### src/rtl/otter_pkg.sv
// Shared types for the OTTER decode/execute boundary: ALU function codes, major opcodes,
// immediate formats and operand source selects.
package otter_pkg;

  typedef enum logic [3:0] {
    AluAdd  = 4'b0000,
    AluSll  = 4'b0001,
    AluSlt  = 4'b0010,
    AluSltu = 4'b0011,
    AluXor  = 4'b0100,
    AluSrl  = 4'b0101,
    AluOr   = 4'b0110,
    AluAnd  = 4'b0111,
    AluSub  = 4'b1000,
    AluLui  = 4'b1001,
    AluSra  = 4'b1101
  } alu_fun_t;

  typedef enum logic [6:0] {
    OpOp     = 7'b0110011,
    OpOpImm  = 7'b0010011,
    OpLui    = 7'b0110111,
    OpAuipc  = 7'b0010111,
    OpJal    = 7'b1101111,
    OpJalr   = 7'b1100111,
    OpBranch = 7'b1100011,
    OpLoad   = 7'b0000011,
    OpStore  = 7'b0100011
  } opcode_t;

  typedef enum logic [2:0] {ImmI, ImmS, ImmB, ImmU, ImmJ} imm_type_t;

  typedef enum logic [1:0] {SrcARs1, SrcAPc, SrcAImmU} src_a_t;

  typedef enum logic [1:0] {SrcBRs2, SrcBImm, SrcBShamt} src_b_t;

endpackage

### src/rtl/alu_ctrl_stage_if.sv
// ID-side inputs and EX-side ALU operand/control outputs of the decode/execute register.
// ALU_CTRL_FWD_EN adds the EX/MEM and MEM/WB forwarding inputs.
interface alu_ctrl_stage_if #(
  parameter int unsigned XLEN  = 32,
  parameter int unsigned FUN_W = 4
);
  logic             in_valid;
  logic             stall;
  logic             flush;
  logic [31:0]      instr;
  logic [XLEN-1:0]  pc;
  logic [XLEN-1:0]  rs1_data;
  logic [XLEN-1:0]  rs2_data;
`ifdef ALU_CTRL_FWD_EN
  logic [4:0]       exmem_rd;
  logic             exmem_we;
  logic [XLEN-1:0]  exmem_result;
  logic [4:0]       memwb_rd;
  logic             memwb_we;
  logic [XLEN-1:0]  memwb_result;
`endif
  logic             out_valid;
  logic [FUN_W-1:0] ALU_fun;
  logic [XLEN-1:0]  ALU_scra;
  logic [XLEN-1:0]  ALU_scrb;
  logic [XLEN-1:0]  rs2_out;
  logic [4:0]       rd_addr;
  logic             reg_we;
  logic             mem_we;
  logic             mem_re;
  logic             illegal;

  modport master (
    input  in_valid, stall, flush, instr, pc, rs1_data, rs2_data,
`ifdef ALU_CTRL_FWD_EN
    input  exmem_rd, exmem_we, exmem_result, memwb_rd, memwb_we, memwb_result,
`endif
    output out_valid, ALU_fun, ALU_scra, ALU_scrb, rs2_out, rd_addr, reg_we, mem_we, mem_re,
    output illegal
  );

  modport slave (
    output in_valid, stall, flush, instr, pc, rs1_data, rs2_data,
`ifdef ALU_CTRL_FWD_EN
    output exmem_rd, exmem_we, exmem_result, memwb_rd, memwb_we, memwb_result,
`endif
    input  out_valid, ALU_fun, ALU_scra, ALU_scrb, rs2_out, rd_addr, reg_we, mem_we, mem_re,
    input  illegal
  );

endinterface

### src/rtl/imm_gen.sv
// RV32I immediate generator: all five immediate formats, sign-extended from instr[31].
module imm_gen #(
  parameter int unsigned XLEN = 32
) (
  input  logic [31:7]     instr,
  output logic [XLEN-1:0] imm_i,
  output logic [XLEN-1:0] imm_s,
  output logic [XLEN-1:0] imm_b,
  output logic [XLEN-1:0] imm_u,
  output logic [XLEN-1:0] imm_j
);

  assign imm_i = XLEN'($signed(instr[31:20]));
  assign imm_s = XLEN'($signed({instr[31:25], instr[11:7]}));
  assign imm_b = XLEN'($signed({instr[31], instr[7], instr[30:25], instr[11:8], 1'b0}));
  assign imm_u = XLEN'($signed({instr[31:12], 12'b0}));
  assign imm_j = XLEN'($signed({instr[31], instr[19:12], instr[20], instr[30:21], 1'b0}));

endmodule

### src/rtl/alu_ctrl_stage.sv
// Decode-to-execute pipeline register: decodes RV32I into ALU function/operands and writeback
// control, one cycle latency, flush > stall > load. ALU_CTRL_FWD_EN enables operand forwarding.
module alu_ctrl_stage
  import otter_pkg::*;
#(
  parameter int unsigned XLEN  = 32,
  parameter int unsigned FUN_W = 4
) (
  input logic               CLK,
  input logic               RST_N,
  alu_ctrl_stage_if.master  bus
);

  typedef struct packed {
    logic             valid;
    logic [FUN_W-1:0] fun;
    logic [XLEN-1:0]  scra;
    logic [XLEN-1:0]  scrb;
    logic [XLEN-1:0]  rs2;
    logic [4:0]       rd;
    logic             reg_we;
    logic             mem_we;
    logic             mem_re;
    logic             illegal;
  } stage_t;

  stage_t stage_d, stage_q;

  logic [6:0] opcode;
  logic [2:0] funct3;
  logic [6:0] funct7;
  logic [4:0] rd;

  assign opcode = bus.instr[6:0];
  assign funct3 = bus.instr[14:12];
  assign funct7 = bus.instr[31:25];
  assign rd     = bus.instr[11:7];

  logic [XLEN-1:0] imm_i, imm_s, imm_b, imm_u, imm_j;

  imm_gen #(
    .XLEN (XLEN)
  ) u_imm_gen (
    .instr (bus.instr[31:7]),
    .imm_i (imm_i),
    .imm_s (imm_s),
    .imm_b (imm_b),
    .imm_u (imm_u),
    .imm_j (imm_j)
  );

  logic [XLEN-1:0] rs1_val, rs2_val;

`ifdef ALU_CTRL_FWD_EN
  // MEM/WB applied first so EX/MEM, the younger result, overrides it.
  always_comb begin
    rs1_val = bus.rs1_data;
    rs2_val = bus.rs2_data;
    if (bus.memwb_we && (bus.memwb_rd != 5'd0)) begin
      if (bus.memwb_rd == bus.instr[19:15]) rs1_val = bus.memwb_result;
      if (bus.memwb_rd == bus.instr[24:20]) rs2_val = bus.memwb_result;
    end
    if (bus.exmem_we && (bus.exmem_rd != 5'd0)) begin
      if (bus.exmem_rd == bus.instr[19:15]) rs1_val = bus.exmem_result;
      if (bus.exmem_rd == bus.instr[24:20]) rs2_val = bus.exmem_result;
    end
  end
`else
  assign rs1_val = bus.rs1_data;
  assign rs2_val = bus.rs2_data;
`endif

  logic       dec_legal;
  logic [3:0] dec_fun;
  logic       dec_we, dec_mwe, dec_mre;
  src_a_t     src_a;
  src_b_t     src_b;
  imm_type_t  imm_sel;

  always_comb begin
    dec_legal = 1'b1;
    dec_fun   = AluAdd;
    dec_we    = 1'b0;
    dec_mwe   = 1'b0;
    dec_mre   = 1'b0;
    src_a     = SrcARs1;
    src_b     = SrcBImm;
    imm_sel   = ImmI;
    unique case (opcode)
      OpOp: begin
        dec_fun = {funct7[5], funct3};
        src_b   = SrcBRs2;
        dec_we  = 1'b1;
        if (funct7 == 7'b0100000) dec_legal = (funct3 == 3'b000) || (funct3 == 3'b101);
        else                      dec_legal = (funct7 == 7'b0000000);
      end
      OpOpImm: begin
        // funct7 is only meaningful for shifts; elsewhere those bits are immediate.
        dec_fun = {funct7[5] & (funct3 == 3'b101), funct3};
        dec_we  = 1'b1;
        if (funct3 == 3'b001) begin
          src_b     = SrcBShamt;
          dec_legal = (funct7 == 7'b0000000);
        end else if (funct3 == 3'b101) begin
          src_b     = SrcBShamt;
          dec_legal = (funct7 == 7'b0000000) || (funct7 == 7'b0100000);
        end
      end
      OpLui: begin
        dec_fun = AluLui;
        src_a   = SrcAImmU;
        dec_we  = 1'b1;
      end
      OpAuipc: begin
        src_a   = SrcAPc;
        imm_sel = ImmU;
        dec_we  = 1'b1;
      end
      OpJal: begin
        src_a   = SrcAPc;
        imm_sel = ImmJ;
        dec_we  = 1'b1;
      end
      OpJalr: dec_we = 1'b1;
      OpBranch: begin
        src_a   = SrcAPc;
        imm_sel = ImmB;
      end
      OpLoad: begin
        dec_mre = 1'b1;
        dec_we  = 1'b1;
      end
      OpStore: begin
        imm_sel = ImmS;
        dec_mwe = 1'b1;
      end
      default: dec_legal = 1'b0;
    endcase
  end

  logic [XLEN-1:0] imm_val, op_a, op_b;

  always_comb begin
    unique case (imm_sel)
      ImmS:    imm_val = imm_s;
      ImmB:    imm_val = imm_b;
      ImmU:    imm_val = imm_u;
      ImmJ:    imm_val = imm_j;
      default: imm_val = imm_i;
    endcase
    unique case (src_a)
      SrcAPc:   op_a = bus.pc;
      SrcAImmU: op_a = imm_u;
      default:  op_a = rs1_val;
    endcase
    unique case (src_b)
      SrcBImm:   op_b = imm_val;
      SrcBShamt: op_b = XLEN'(bus.instr[24:20]);
      default:   op_b = rs2_val;
    endcase
  end

  // Illegal instructions load a bubble that only carries the illegal flag.
  always_comb begin
    stage_d = '0;
    if (bus.in_valid) begin
      if (!dec_legal) begin
        stage_d.illegal = 1'b1;
      end else begin
        stage_d.valid  = 1'b1;
        stage_d.fun    = FUN_W'(dec_fun);
        stage_d.scra   = op_a;
        stage_d.scrb   = op_b;
        stage_d.rs2    = rs2_val;
        stage_d.rd     = rd;
        stage_d.reg_we = dec_we && (rd != 5'd0);
        stage_d.mem_we = dec_mwe;
        stage_d.mem_re = dec_mre;
      end
    end
  end

  always_ff @(posedge CLK or negedge RST_N) begin
    if (!RST_N) begin
      stage_q <= '0;
    end else if (bus.flush) begin
      stage_q <= '0;
    end else if (!bus.stall) begin
      stage_q <= stage_d;
    end
  end

  assign bus.out_valid = stage_q.valid;
  assign bus.ALU_fun   = stage_q.fun;
  assign bus.ALU_scra  = stage_q.scra;
  assign bus.ALU_scrb  = stage_q.scrb;
  assign bus.rs2_out   = stage_q.rs2;
  assign bus.rd_addr   = stage_q.rd;
  assign bus.reg_we    = stage_q.reg_we;
  assign bus.mem_we    = stage_q.mem_we;
  assign bus.mem_re    = stage_q.mem_re;
  assign bus.illegal   = stage_q.illegal;

endmodule

### src/flat_wrapper.sv
// flat-port wrapper written by rule: the top's interface ports become plain ports
module alu_ctrl_stage_flat import otter_pkg::*;
#(
  parameter int unsigned XLEN  = 32,
  parameter int unsigned FUN_W = 4
)
  (CLK, RST_N, bus_in_valid, bus_stall, bus_flush, bus_instr, bus_pc, bus_rs1_data, bus_rs2_data, bus_out_valid, bus_ALU_fun, bus_ALU_scra, bus_ALU_scrb, bus_rs2_out, bus_rd_addr, bus_reg_we, bus_mem_we, bus_mem_re, bus_illegal);
  alu_ctrl_stage_if #(.XLEN(XLEN), .FUN_W(FUN_W)) bus_i ();
  input logic CLK;
  input logic RST_N;
  input wire logic [$bits(bus_i.in_valid)-1:0] bus_in_valid;
  input wire logic [$bits(bus_i.stall)-1:0] bus_stall;
  input wire logic [$bits(bus_i.flush)-1:0] bus_flush;
  input wire logic [$bits(bus_i.instr)-1:0] bus_instr;
  input wire logic [$bits(bus_i.pc)-1:0] bus_pc;
  input wire logic [$bits(bus_i.rs1_data)-1:0] bus_rs1_data;
  input wire logic [$bits(bus_i.rs2_data)-1:0] bus_rs2_data;
  output wire logic [$bits(bus_i.out_valid)-1:0] bus_out_valid;
  output wire logic [$bits(bus_i.ALU_fun)-1:0] bus_ALU_fun;
  output wire logic [$bits(bus_i.ALU_scra)-1:0] bus_ALU_scra;
  output wire logic [$bits(bus_i.ALU_scrb)-1:0] bus_ALU_scrb;
  output wire logic [$bits(bus_i.rs2_out)-1:0] bus_rs2_out;
  output wire logic [$bits(bus_i.rd_addr)-1:0] bus_rd_addr;
  output wire logic [$bits(bus_i.reg_we)-1:0] bus_reg_we;
  output wire logic [$bits(bus_i.mem_we)-1:0] bus_mem_we;
  output wire logic [$bits(bus_i.mem_re)-1:0] bus_mem_re;
  output wire logic [$bits(bus_i.illegal)-1:0] bus_illegal;
  assign bus_i.in_valid = bus_in_valid;
  assign bus_i.stall = bus_stall;
  assign bus_i.flush = bus_flush;
  assign bus_i.instr = bus_instr;
  assign bus_i.pc = bus_pc;
  assign bus_i.rs1_data = bus_rs1_data;
  assign bus_i.rs2_data = bus_rs2_data;
  assign bus_out_valid = bus_i.out_valid;
  assign bus_ALU_fun = bus_i.ALU_fun;
  assign bus_ALU_scra = bus_i.ALU_scra;
  assign bus_ALU_scrb = bus_i.ALU_scrb;
  assign bus_rs2_out = bus_i.rs2_out;
  assign bus_rd_addr = bus_i.rd_addr;
  assign bus_reg_we = bus_i.reg_we;
  assign bus_mem_we = bus_i.mem_we;
  assign bus_mem_re = bus_i.mem_re;
  assign bus_illegal = bus_i.illegal;
  alu_ctrl_stage #(.XLEN(XLEN), .FUN_W(FUN_W)) u_core (.CLK(CLK), .RST_N(RST_N), .bus(bus_i));
endmodule
### config.mk
export PLATFORM = sky130hd
export DESIGN_NAME = alu_ctrl_stage_flat
export DESIGN_NICKNAME = d
export VERILOG_FILES = /design/src/rtl/otter_pkg.sv /design/src/rtl/alu_ctrl_stage_if.sv /design/src/rtl/imm_gen.sv /design/src/rtl/alu_ctrl_stage.sv /design/src/flat_wrapper.sv
export SDC_FILE = /design/constraint.sdc
export NUM_CORES = 1
export LEC_CHECK = 0
export BUFFER_PORTS_ARGS = -buffer_cell sky130_fd_sc_hd__buf_4
export CORE_MARGIN = 1.5
export CORE_UTILIZATION = 54
export DETAILED_ROUTE_END_ITERATION = 6
export PLACE_DENSITY = 0.91
export RECOVER_POWER = 50
export SYNTH_ARGS = -nofsm -noshare
export SYNTH_HDL_FRONTEND = slang
export SYNTH_HIERARCHICAL = 1
export SYNTH_SLANG_ARGS = --single-unit
### constraint.sdc
create_clock -name CLK -period 2.53 [get_ports CLK]
set_input_delay 0.506 -clock CLK [delete_from_list [all_inputs] [get_ports CLK]]
set_output_delay 0.506 -clock CLK [all_outputs]
set_load 0.03 [all_outputs]
== Word level (Yosys, flattened, before mapping) ==
Index checks and enable logic that the tools add are counted.
Widths: inputs -> output; s select.

* Equal/unequal tests: 21
* Shift-type cells: 0
* Divide/modulo/power cells: 0
* $add $sub $neg: 0
* Muxes and demuxes: 21
* Bitwise logic cells: 1
* Magnitude comparators: 0
* Multiply operators: 0
* Reductions and logical operators: 9

{| class="wikitable"
|+ Operators by type and width
! kind !! number
|-
| $mux 110 || 3
|-
| $pmux 32 s2 || 2
|-
| $pmux 31 s4 || 1
|-
| $mux 109 || 1
|-
| $eq 7x6->1 const B || 4
|-
| $eq 7x7->1 const B || 3
|-
| $eq 7x5->1 const B || 2
|-
| $reduce_or 7->1 || 2
|-
| $pmux 3 s4 || 1
|-
| $pmux 4 s3 || 1
|-
| $pmux 2 s2 || 2
|-
| $eq 7x2->1 const B || 1
|-
| $logic_not 7->1 || 1
|-
| $mux 1 || 7
|-
| $eq 3x1->1 const B || 2
|-
| $eq 3x2->1 const B || 2
|-
| $eq 3x3->1 const B || 2
|-
| $reduce_bool 5->1 || 1
|-
| $eq 2x1->1 const B || 2
|-
| $eq 2x2->1 const B || 2
|-
| $mux 2 || 2
|-
| $logic_not 3->1 || 1
|-
| $pmux 1 s3 || 1
|-
| $reduce_or 3->1 || 1
|-
| other kinds (4) || 5
|}

* Register bits: 110
* Logic and storage cells: 62
* Memories: 0
* Memory bits (writable): 0
* Output and inout port bits: 110
* Memory bits (read-only): 0
* Input bits: 133
* Latch bits: 0

== Depth between registers and ports, before layout ==
* Depth after elaboration: 10
* Gate-level depth with buffers: 13
* Depth with buffers taken out: 10

== Hierarchy ==
Netlist, hierarchy kept.

{| class="wikitable"
|+ Modules (own cells, without submodules)
! module !! seq. area each (um2) !! instances !! cells an instance !! area an instance (um2)
|-
| alu_ctrl_stage || 2752.6 || 1 || 682 || 6373.6
|-
| imm_gen || 0.0 || 1 || 161 || 1204.9
|}

== Least setup slack after synthesis ==
No wires, ideal clock.

* Path type: in2reg
* Start: input port bus_instr[2]
* End: register u_core.stage_q, in the netlist u_core/bus.ALU_scrb[1]
* Data arrival time: 2.931 ns
* Setup slack: -0.486 ns
* Stages on the path: 13
* Setup time: 0.086 ns
* Path buffers: 4
* Data required time: 2.444 ns
* Cell sequence: clkbuf_1 -> and4bb_1 -> and2_1 -> buf_2 -> o21a_1 -> inv_1 -> ha_1 -> clkbuf_1 -> nor2b_1 -> o31a_1 -> clkbuf_1 -> a22oi_1 -> a32oi_1

* Longest elaborated chain between the ends: 9
* Elaborated cells on any way between the ends: 25
* Classes of those cells: eq/ne (15); mux (9); reduce/logical (1)

{| class="wikitable"
|+ RTL lines
! element !! line !! text
|-
| start: declaration || flat_wrapper.sv:14 || <nowiki>input wire logic [$bits(bus_i.instr)-1:0] bus_instr;</nowiki>
|-
| $eq 7x6->1, or another cell as far along || alu_ctrl_stage.sv:89 || <nowiki>unique case (opcode)</nowiki>
|-
| $pmux 3 s4 || alu_ctrl_stage.sv:89 ||
|-
| $eq 3x3->1, or another cell as far along || alu_ctrl_stage.sv:144 || <nowiki>unique case (imm_sel)</nowiki>
|-
| $pmux 31 s4 || alu_ctrl_stage.sv:144 ||
|-
| $pmux 32 s2 || alu_ctrl_stage.sv:156 || <nowiki>unique case (src_b)</nowiki>
|-
| $mux 109 (*) || alu_ctrl_stage.sv:167 || <nowiki>if (!dec_legal) begin</nowiki>
|-
| $mux 110 (*) || alu_ctrl_stage.sv:166 || <nowiki>if (bus.in_valid) begin</nowiki>
|-
| $mux 110 (*) || alu_ctrl_stage.sv:188 || <nowiki>end else if (!bus.stall) begin</nowiki>
|-
| $mux 110 (*) || alu_ctrl_stage.sv:186 || <nowiki>end else if (bus.flush) begin</nowiki>
|-
| end signal: assignment || alu_ctrl_stage.sv:189 || <nowiki>stage_q <= stage_d;</nowiki>
|-
| end: declaration || alu_ctrl_stage.sv:27 || <nowiki>stage_t stage_d, stage_q;</nowiki>
|}

Mark *: on every way between the ends. The rest lies on a longest branch, timed or not. The select of a mux whose other input is x is not followed.
A chain may end at the register's enable or synchronous reset.

== Worst setup path in the final report ==
* Start: input port bus_instr[3]
* End: register u_core.stage_q, in the netlist u_core/bus.ALU_scrb[23]

The elaborated chain is that of the path after synthesis.

==> impl_results.md <==
* CTS tree: done
* Reg2Reg Depth at 4
* Synthesis-stage register bit count at 110
* Delay-heaviest family, CP: compound AO/OA/AOI/OAI gates
* Class of the tightest hold or removal check: in -> reg
* Insertion delay of the later-clocked pin in the worst-skew pair at about 0.35 ns
* Buffers on Ports at between 200 and 250
* Final Util at 0.638
* End point of the critical path: u_core/bus.ALU_scrb[23]$_DFFE_PN0P_
* Die Span X at ~120 µm
* Most common library cell in the layout ignoring fill and taps: sky130_fd_sc_hd__buf_4
* First-pass iteration count of the detailed router at 7
* Violation count after the first detailed-route iteration at roughly 870
* Synth Instances at roughly 840
* Global-route wire length before repair at around 35000 µm
* DR DRC count at 2
* Total power divided by cell area at roughly 440 nW/µm²
* Worst-path cell chain: buf_4 > and4bb_1 > and2_1 > o21a_1 > inv_1 > ha_1 > nor2b_4 > o31a_1 > buf_12 > a222oi_1 > a22oi_1
* Fraction of the yosys area taken by sequential cells at 0.363
* Synth Cell Area at between 7000 and 8000 µm²
* Worst max-slew margin expressed relative to the limit at -0.232
* Diodes inserted at 0
* Slew Viols, Final at 32
* Largest stage delay on the critical path at 0.39 ns
* Count of hold buffers inserted by post-cts repair at 0
* Violated checks: design-rule violations, max-capacitance violations, max-slew violations
* Overflow after GRT at 0
* Die Outline Area at ~15000 µm²
* Clock buffer count from CTS at 9
* Worst IR Drop VDD at approximately 0.25 mV
* Hold Vio Cnt, Final at 0
* Die height at around 120 µm
* Routability-driven placement congestion ratio at around 0.89
* Placed Instance Area at slightly below 9000 µm²
* Initial antenna violation count at 0
* Min Hold Slack at 0.336 ns
* Data required time of the critical path at about 2.8 ns
* Critical R2R Launch: u_core/bus.ALU_scrb[3]$_DFFE_PN0P_
* Worst-path clk slew at 0.08 ns
* Layout-stage area growth over the synthesis result at 15.9%
* Slowest stage cell on the critical path: sky130_fd_sc_hd__ha_1
* Result of the run: finished, violations left
* Synthesized area per cell at roughly 9 µm²
* Worst Setup Start Kind: input pin
* Total buffers and inverters traversed by the critical path at 3
* Synth unique cells at 51
* Worst setup path start: bus_instr[3]
* Via count at around 6900
* Worst-path fanout max at 32
* Warning count from the yosys run at 6
* Final ANT Viol Nets at 0
* Final setup violation count at 0
* Max Root-Sink Buffers at 2
* Total number of nets in the final design at 1063
* IO Count at approximately 240
* Avg Vias per Cell at between 6 and 7
* RSZ-0062 raised after global routing: no
* Number of clock sinks at 110
* Placement row count at 43
* Final worst-path cycle share at 0.926
* Number of enable-type register cells in the synthesized netlist at 0
* Vias in the first global route at around 6300
* CTS H-tree lvls at 3
* Filler cell count in the final layout at between 1000 and 1500
* Routed wire length per instance at roughly 21 µm
* Data arrival time of the critical path at around 2.6 ns
* Final wirelength at around 23000 µm
* Worst-case register-to-register setup slack at 1.24 ns
* Final instance area at 8780 µm²
* Category of the critical setup timing path: in -> reg
* Static power due to leakage at between 0.004 and 0.005 µW
* Post-CTS Setup Bufs at 0
* HPWL Detailed at 16700 µm
* Final setup skew at 0 ns
* Asr flop ratio synth at 1.00
* Core Area at 13800 µm²
* End of the worst register-to-register path: u_core/bus.ALU_scrb[3]$_DFFE_PN0P_
* Aggregate global-route resource usage at 0.305
* Most frequent cells in the layout: sky130_fd_sc_hd__buf_4 (225), sky130_fd_sc_hd__dfrtp_1 (110), sky130_fd_sc_hd__nand2_1 (75), sky130_fd_sc_hd__o21ai_0 (62), sky130_fd_sc_hd__a22oi_1 (62)
* PostCTS Resize Cnt at 0
* Root buffer selected by CTS: sky130_fd_sc_hd__clkbuf_16
* Fraction of layout instances using a drive strength above 1 at 0.280
* Endpoint class of the critical path: flip-flop
* Number of maximum-capacitance violations at 1
* Max Clk Rate at 427 MHz
* Stages on worst setup path at 11
* Worst Tran Pin Value at 1.85 ns
* Maximum number of pins on one net before global-route repair at just over 80
* Initial Util at 0.550
* Minimum clock period at approximately 2.3 ns
* Most frequently used flop master after synthesis: sky130_fd_sc_hd__dfrtp_1
## state kept, by name (all words and copies together) (netlist names)
name	flops
u_core/bus.rs2_out	32
u_core/bus.illegal	1
u_core/bus.ALU_fun	4
u_core/bus.out_valid	1
u_core/bus.ALU_scrb	32
u_core/bus.reg_we	1
u_core/bus.ALU_scra	32
u_core/bus.mem_we	1
u_core/bus.mem_re	1
u_core/bus.rd_addr	5
## report_power, final
group	total (µW)	internal [µW]	leakage, µW	switching, µW
clock network	1500	808	0.000144	688
registers	1770	1760	0.00154	5.89
logic	584	256	0.00246	327
total	3850	2830	0.00414	1020
## metrics by stage
step / TNS (ns) / total power, µW / setup slack (ns) / std cells
5_1_grt: 0 / 3990 / 0.0716 / 1111
3_3_place_gp: -0.0565 / 2370 / -0.0287 / 1095
2_1_floorplan: -2.93 / 2210 / -0.112 / 856
4_1_cts: 0 / 3860 / 0.255 / 1111
3_5_place_dp: -1.65 / 2380 / -0.101 / 1095
6_report: 0 / 3850 / 0.187 / 1111
## worst min-delay path by stage
stage / start / end / slack, ns / cells after the start
final: bus_flush / u_core/bus.illegal$_DFFE_PN0P_ / 0.34 / 2
after global placement: u_core/bus.ALU_scra[30]$_DFFE_PN0P_ / u_core/bus.ALU_scra[30]$_DFFE_PN0P_ / 0.46 / 2
after floorplan: RST_N / u_core/bus.ALU_fun[0]$_DFFE_PN0P_ / 0.21 / 0
after CTS: RST_N / u_core/bus.rs2_out[17]$_DFFE_PN0P_ / 0.1 / 1
after global routing: bus_flush / u_core/bus.illegal$_DFFE_PN0P_ / 0.33 / 2
after detailed placement: RST_N / u_core/bus.rs2_out[17]$_DFFE_PN0P_ / 0.48 / 1
## per-layer routing
metal,up-vias,share of wire,global-route usage
met5,-,0,0
met4,0,0.023,0.102
met3,37,0.097,0.0587
met2,433,0.46,0.481
met1,3268,0.42,0.422
li1,3115,-,-
## cell type report
type / count / area (µm²) / share of cell area
clock inverter: 5 / 65.1 / 0.00741
inverter: 4 / 15.0 / 0.00171
timing repair buffer: 291 / 2080 / 0.237
sequential: 110 / 2750 / 0.313
clock buffer: 11 / 243 / 0.0276
multi-input combinational: 510 / 3400 / 0.387
tap: 180 / 225 / 0.0256
## logic make-up (layout without fill, tap and decap cells)
family,count (synthesis),in the layout,synth area share
AND/OR/NAND/NOR,174,174,0.108
other,1,14,0.000495
flip-flops,110,110,0.363
AO/OA/AOI/OAI,285,285,0.278
buffers and inverters,236,311,0.200
adder cells (fa/ha/maj),4,4,0.00660
XOR/XNOR,1,1,0.00116
multiplexers,32,32,0.0423
## cell usage after synthesis, drive strengths merged, types with 2 or more instances
cell type  count  area, µm²
and4bb         2       25.0
a22oi         63        473
nand2         75        282
and2           3       18.8
ha             4       50.1
a32oi          2       17.5
buf          179       1310
nor2b          9       56.3
nor3           3       15.0
o41ai          2       43.8
inv            4       15.0
o2bb2ai       21        184
or4            2       18.8
clkbuf        53        199
a221oi         3       26.3
and3b          2       17.5
a32o           2       20.0
o21ai         62        310
nand4          4       25.0
a222oi        32        320
mux2i         32        320
nand3          2       10.0
dfrtp        110       2750
and3          22        138
o31ai          4       30.0
a22o          48        420
or3            2       12.5
nand2b         2       12.5
a21oi         36        180
nor2          43        161
Power figures use the tool's default switching activity.
